### config.mk
export PLATFORM = sky130hd
export DESIGN_NAME = biquad_sequencer
export DESIGN_NICKNAME = d
export VERILOG_FILES = /design/src/rtl/biquad_sequencer.sv
export SDC_FILE = /design/constraint.sdc
export NUM_CORES = 1
export LEC_CHECK = 0
export ABC_CLOCK_PERIOD_IN_PS = 9600
export BUFFER_PORTS_ARGS = -buffer_cell sky130_fd_sc_hd__buf_2
export CAP_MARGIN = 20
export CORE_UTILIZATION = 37
export DETAILED_ROUTE_END_ITERATION = 12
export HOLD_SLACK_MARGIN = 0.02
export SKIP_LAST_GASP = 1
export SLEW_MARGIN = 40
export SYNTH_ARGS = -nofsm -noshare
export SYNTH_HDL_FRONTEND = slang
export SYNTH_SLANG_ARGS = --single-unit
export TNS_END_PERCENT = 100
### constraint.sdc
create_clock -name clk -period 9.6 [get_ports clk]
set_input_delay 0.96 -clock clk [delete_from_list [all_inputs] [get_ports clk]]
set_output_delay 0.96 -clock clk [all_outputs]
set_load 0.01 [all_outputs]
### src/rtl/biquad_sequencer.sv
`default_nettype none
// +-----------------------------------------------------------------------+
// | Module   : biquad_sequencer                                           |
// | Purpose  : Direct-Form-II biquad control FSM and shared MAC.          |
// | Revision : 1.0                                                        |
// +-----------------------------------------------------------------------+
module biquad_sequencer #(
    parameter int N = 16,
    parameter int F = 14,
    parameter int G = 2
) (
    input  logic         clk,
    input  logic         reset,
    input  logic         sample_tick,
    input  logic [N-1:0] x_in,
    input  logic [N-1:0] muxS,
    input  logic [N-1:0] muxC,
    input  logic [N-1:0] muxZ,
    output logic [2:0]   controlS,
    output logic [1:0]   controlC,
    output logic [1:0]   controlZ,
    output logic [N-1:0] Uk,
    output logic [N-1:0] fk,
    output logic [N-1:0] fk1,
    output logic [N-1:0] fk2,
    output logic [N-1:0] yk,
    output logic         y_valid,
    output logic         busy,
    output logic         overrun
);

    localparam int ACCW = N + G;

    localparam logic [2:0] c_IDLE = 3'd0;
    localparam logic [2:0] c_LOAD = 3'd1;
    localparam logic [2:0] c_A1   = 3'd2;
    localparam logic [2:0] c_A2   = 3'd3;
    localparam logic [2:0] c_B0   = 3'd4;
    localparam logic [2:0] c_B1   = 3'd5;
    localparam logic [2:0] c_B2   = 3'd6;
    localparam logic [2:0] c_DONE = 3'd7;

    localparam logic signed [ACCW-1:0] c_SMAX = ACCW'((1 << (N - 1)) - 1);
    localparam logic signed [ACCW-1:0] c_SMIN = ~c_SMAX;

    logic [2:0]              r_state;
    logic [2:0]              w_next;
    logic signed [ACCW-1:0]  r_acc;
    logic signed [2*N-1:0]   w_prod;
    logic signed [2*N-1:0]   w_shift;
    logic signed [ACCW-1:0]  w_scaled;
    logic signed [ACCW-1:0]  w_sum;
    logic [2:0]              w_sel_s;
    logic [1:0]              w_sel_c;
    logic [1:0]              w_sel_z;
    logic                    w_valid;
    logic                    w_busy;

    function automatic logic [N-1:0] sat(input logic signed [ACCW-1:0] v);
        if (v > c_SMAX)
            return c_SMAX[N-1:0];
        else if (v < c_SMIN)
            return c_SMIN[N-1:0];
        else
            return v[N-1:0];
    endfunction

    always_ff @(posedge clk) begin
        if (!reset)
            r_state <= c_IDLE;
        else
            r_state <= w_next;
    end

    always_comb begin
        w_next = r_state;
        case (r_state)
            c_IDLE:  w_next = sample_tick ? c_LOAD : c_IDLE;
            c_LOAD:  w_next = c_A1;
            c_A1:    w_next = c_A2;
            c_A2:    w_next = c_B0;
            c_B0:    w_next = c_B1;
            c_B1:    w_next = c_B2;
            c_B2:    w_next = c_DONE;
            default: w_next = c_IDLE;
        endcase
    end

    // Decode the next state so the registered selects line up with r_state.
    always_comb begin
        w_sel_s = 3'd0;
        w_sel_c = 2'd0;
        w_sel_z = 2'd0;
        w_valid = (w_next == c_DONE);
        w_busy  = (w_next != c_IDLE);
        case (w_next)
            c_LOAD: w_sel_z = 2'd1;
            c_A1:   begin w_sel_s = 3'd1; w_sel_c = 2'd1; end
            c_A2:   begin w_sel_s = 3'd2; w_sel_c = 2'd2; end
            c_B0:   begin w_sel_s = 3'd3; w_sel_c = 2'd3; end
            c_B1:   begin w_sel_s = 3'd4; w_sel_c = 2'd1; end
            c_B2:   begin w_sel_s = 3'd5; w_sel_c = 2'd2; end
            default: ;
        endcase
    end

    always_ff @(posedge clk) begin
        if (!reset) begin
            controlS <= 3'd0;
            controlC <= 2'd0;
            controlZ <= 2'd0;
            y_valid  <= 1'b0;
            busy     <= 1'b0;
        end else begin
            controlS <= w_sel_s;
            controlC <= w_sel_c;
            controlZ <= w_sel_z;
            y_valid  <= w_valid;
            busy     <= w_busy;
        end
    end

    // Shared MAC: floor-scaled product folded into the guard-bit accumulator.
    assign w_prod   = $signed(muxS) * $signed(muxC);
    assign w_shift  = w_prod >>> F;
    assign w_scaled = w_shift[ACCW-1:0];
    assign w_sum    = r_acc + w_scaled;

    always_ff @(posedge clk) begin
        if (!reset) begin
            r_acc   <= '0;
            Uk      <= '0;
            fk      <= '0;
            fk1     <= '0;
            fk2     <= '0;
            yk      <= '0;
            overrun <= 1'b0;
        end else begin
            if (sample_tick && (r_state != c_IDLE))
                overrun <= 1'b1;
            case (r_state)
                c_IDLE: if (sample_tick) Uk <= x_in;
                c_LOAD: r_acc <= {{G{muxZ[N-1]}}, muxZ};
                c_A1:   r_acc <= w_sum;
                c_A2: begin
                    r_acc <= w_sum;
                    fk    <= sat(w_sum);
                end
                c_B0:   r_acc <= w_scaled;
                c_B1:   r_acc <= w_sum;
                c_B2: begin
                    yk  <= sat(w_sum);
                    fk2 <= fk1;
                    fk1 <= fk;
                end
                default: ;
            endcase
        end
    end

endmodule
`default_nettype wire

==> metrics.yaml <==
final_nets: 2193
avgSynthCellArea_um2: 8.87
clk-insertion-delay-late_ps: 360
grt_overflow: 0
drt_iter0_markers: 787
cts_resized: 0
gp_congestion: 0.851
reg2reg_depth: 12
first_global_vias: 12364
synthAdderAreaFrac_pct: 43.7
antenna_found_initial: 0
synth_seq_cells: 110
hold_ws_ps: 462
worst_path_largest_cell_delay_ps: 530
synth_cell_types: 65
ys_seq_area_share_pct: 14.9
relSlewSlack_pct: 49.9
rrSetupSlack_ps: 6200
cts_tree: "built"
grt_pass1_wl_um: 65300
async_flop_share_pct: 0
synth_warnings: 0
mostFrequentLayoutCells: "305 x inv_1, 262 x fa_1, 248 x nand2_1, 155 x buf_2, 125 x and2_1"
grt_max_degree: 110
synthMuxAreaShare_pct: 0.484
endpoint_kind: "flop"
die_y_um: 202
ys.flop_type: "dfxtp_1"
synthXorXnorAreaFrac_pct: 2.38
htree_levels: 3
worstMarginPinSlew_ps: 751
syn2layout_area_growth_pct: 10.6
crit_required_ps: 9830
syn_inst: 1662
vias_per_cell: 4.99
fp.coreArea_um2: 39000
worst_path_most_repeated_cell: "fa_1"
synth_area_um2: 14700
wl_per_cell_um: 16.6
dieArea_um2: 40600
die_w_um: 202
cts_buffer_depth: 2
period_share_pct: 93.8
place_hpwl_um: 31100
dr.pass1.iters: 6
worstPathMaxFanout: 16
clock-sinks: 110
syn_nets: 2087
synth_compound_area_share_pct: 12.8
crit_type: "in -> reg"
hold_depth: 2
final_hold_viol_count: 0
io_buffers: 155
rsz0062_at_grt: "no"
row_count: 72
cts_root_buf: "clkbuf_16"
drt_wl_total_um: 38000
worstPathArrival_ps: 9240
slew_viol_final: 0
fmax_mhz: 111
drtAntennaViolNets: 0
yosys.area_share.simple_pct: 15.9
layout_commonest_cell: "inv_1"
vias: 11437
io_pins: 157
setup_ws_ps: 590
outcome: "complete, no violations"
drc_errors: 0
worstReg2RegStart: "r_acc[0]"
cts_post_setup_buffers_inserted: 0
crit_start: "muxC[2]"
antenna_cells: 0
startpoint_type: "input port"
hold_path_class: "reg -> reg"
drive_above_1_share_pct: 12.0
finalSetupViolCount: 0
grt.total_usage_pct: 20.0
fin_tns_setup_ps: 0
path_clk_slew_ps: 70
synth_edf_count: 0
synth_top_family_by_area: "adder cells"
initial_core_util_pct: 37.8
ctsHoldBuffers: 0
cts_made_buffers: 9
place_ws_ps: 280
min_from: "Uk[6]"
cap_violations: 0
crit_slowest_cell: "fa_1"
fin_crit_ps: 9010
fin_worst_skew_ps: 7.03
## sequential cells by signal (all words and copies together), names as in the netlist
signal / cells
controlC: 2
overrun: 1
fk: 16
fk2: 16
controlZ: 1
Uk: 16
y_valid: 1
controlS: 3
r_acc: 18
r_state: 3
fk1: 16
yk: 16
busy: 1
## synthesized netlist by cell type (7+ instances only)
master	instances	area [µm²]
nand4_1	7	43.8
a21o_1	13	97.6
nand2_1	248	931
inv_1	305	1140
a21oi_1	65	325
nand3_1	7	35.0
a21boi_0	52	390
xnor2_1	30	263
clkbuf_1	64	240
o221ai_1	11	96.3
nand2b_1	13	81.3
o21a_1	16	120
ha_1	96	1200
nor3_1	12	60.1
o21ai_0	55	275
o221a_2	7	78.8
nor2_1	59	221
xor2_1	10	87.6
a211oi_1	12	90.1
dfxtp_1	110	2200
fa_1	262	5250
and2_1	125	782
## per-stage QoR
| stage | util [%] | cell area (µm²) | cells |
|---|---|---|---|
| floorplan | - | 14700 | 1662 |
| global placement | 40.9 | 15900 | 2273 |
| detailed placement | 41.0 | 16000 | 2275 |
| CTS | 41.8 | 16300 | 2291 |
| global route | 41.8 | 16300 | 2291 |
| finish | 41.8 | 16300 | 2291 |
## area by class of cell
type                            count  area, µm²
Fill cell                        3932      22700
Multi-Input combinational cell   1177      11100
Sequential cell                   110       2200
Inverter                          305       1140
Timing Repair Buffer              165        882
Tap cell                          518        648
Clock buffer                       10        239
Clock inverter                      6       50.0
## cells by family after synthesis
family          Yosys count
compound gates          274
fa+ha+maj               358
mux                       7
buf+inv                 375
other cells               1
flops                   110
simple gates            497
xor+xnor                 40
## per-layer routing
layer | global-route usage (%) | vias up | wire (µm)
met3 | 3.45 | 45 | 2420
met1 | 26.9 | 5689 | 16700
met5 | 0 | - | 0
met4 | 4.25 | 0 | 637
met2 | 33.7 | 322 | 18300
li1 | - | 5381 | -
## worst max-delay path, delay by kind of cell
family,cells,cell delay (ps)
compound gates,12,2810
xor+xnor,1,140
simple gates,5,1240
fa+ha+maj,8,3620
buf+inv,5,430
## final timing paths
kind / endpoint
worst max-delay path: yk[0]
worst min-delay path: Uk[6]
worst min register to register: Uk[6]
worst max register to register: yk[0]
Power is left out: the tool's default activity adds up to more than one toggle a clock period on the data nets, which glitch-free logic cannot reach.
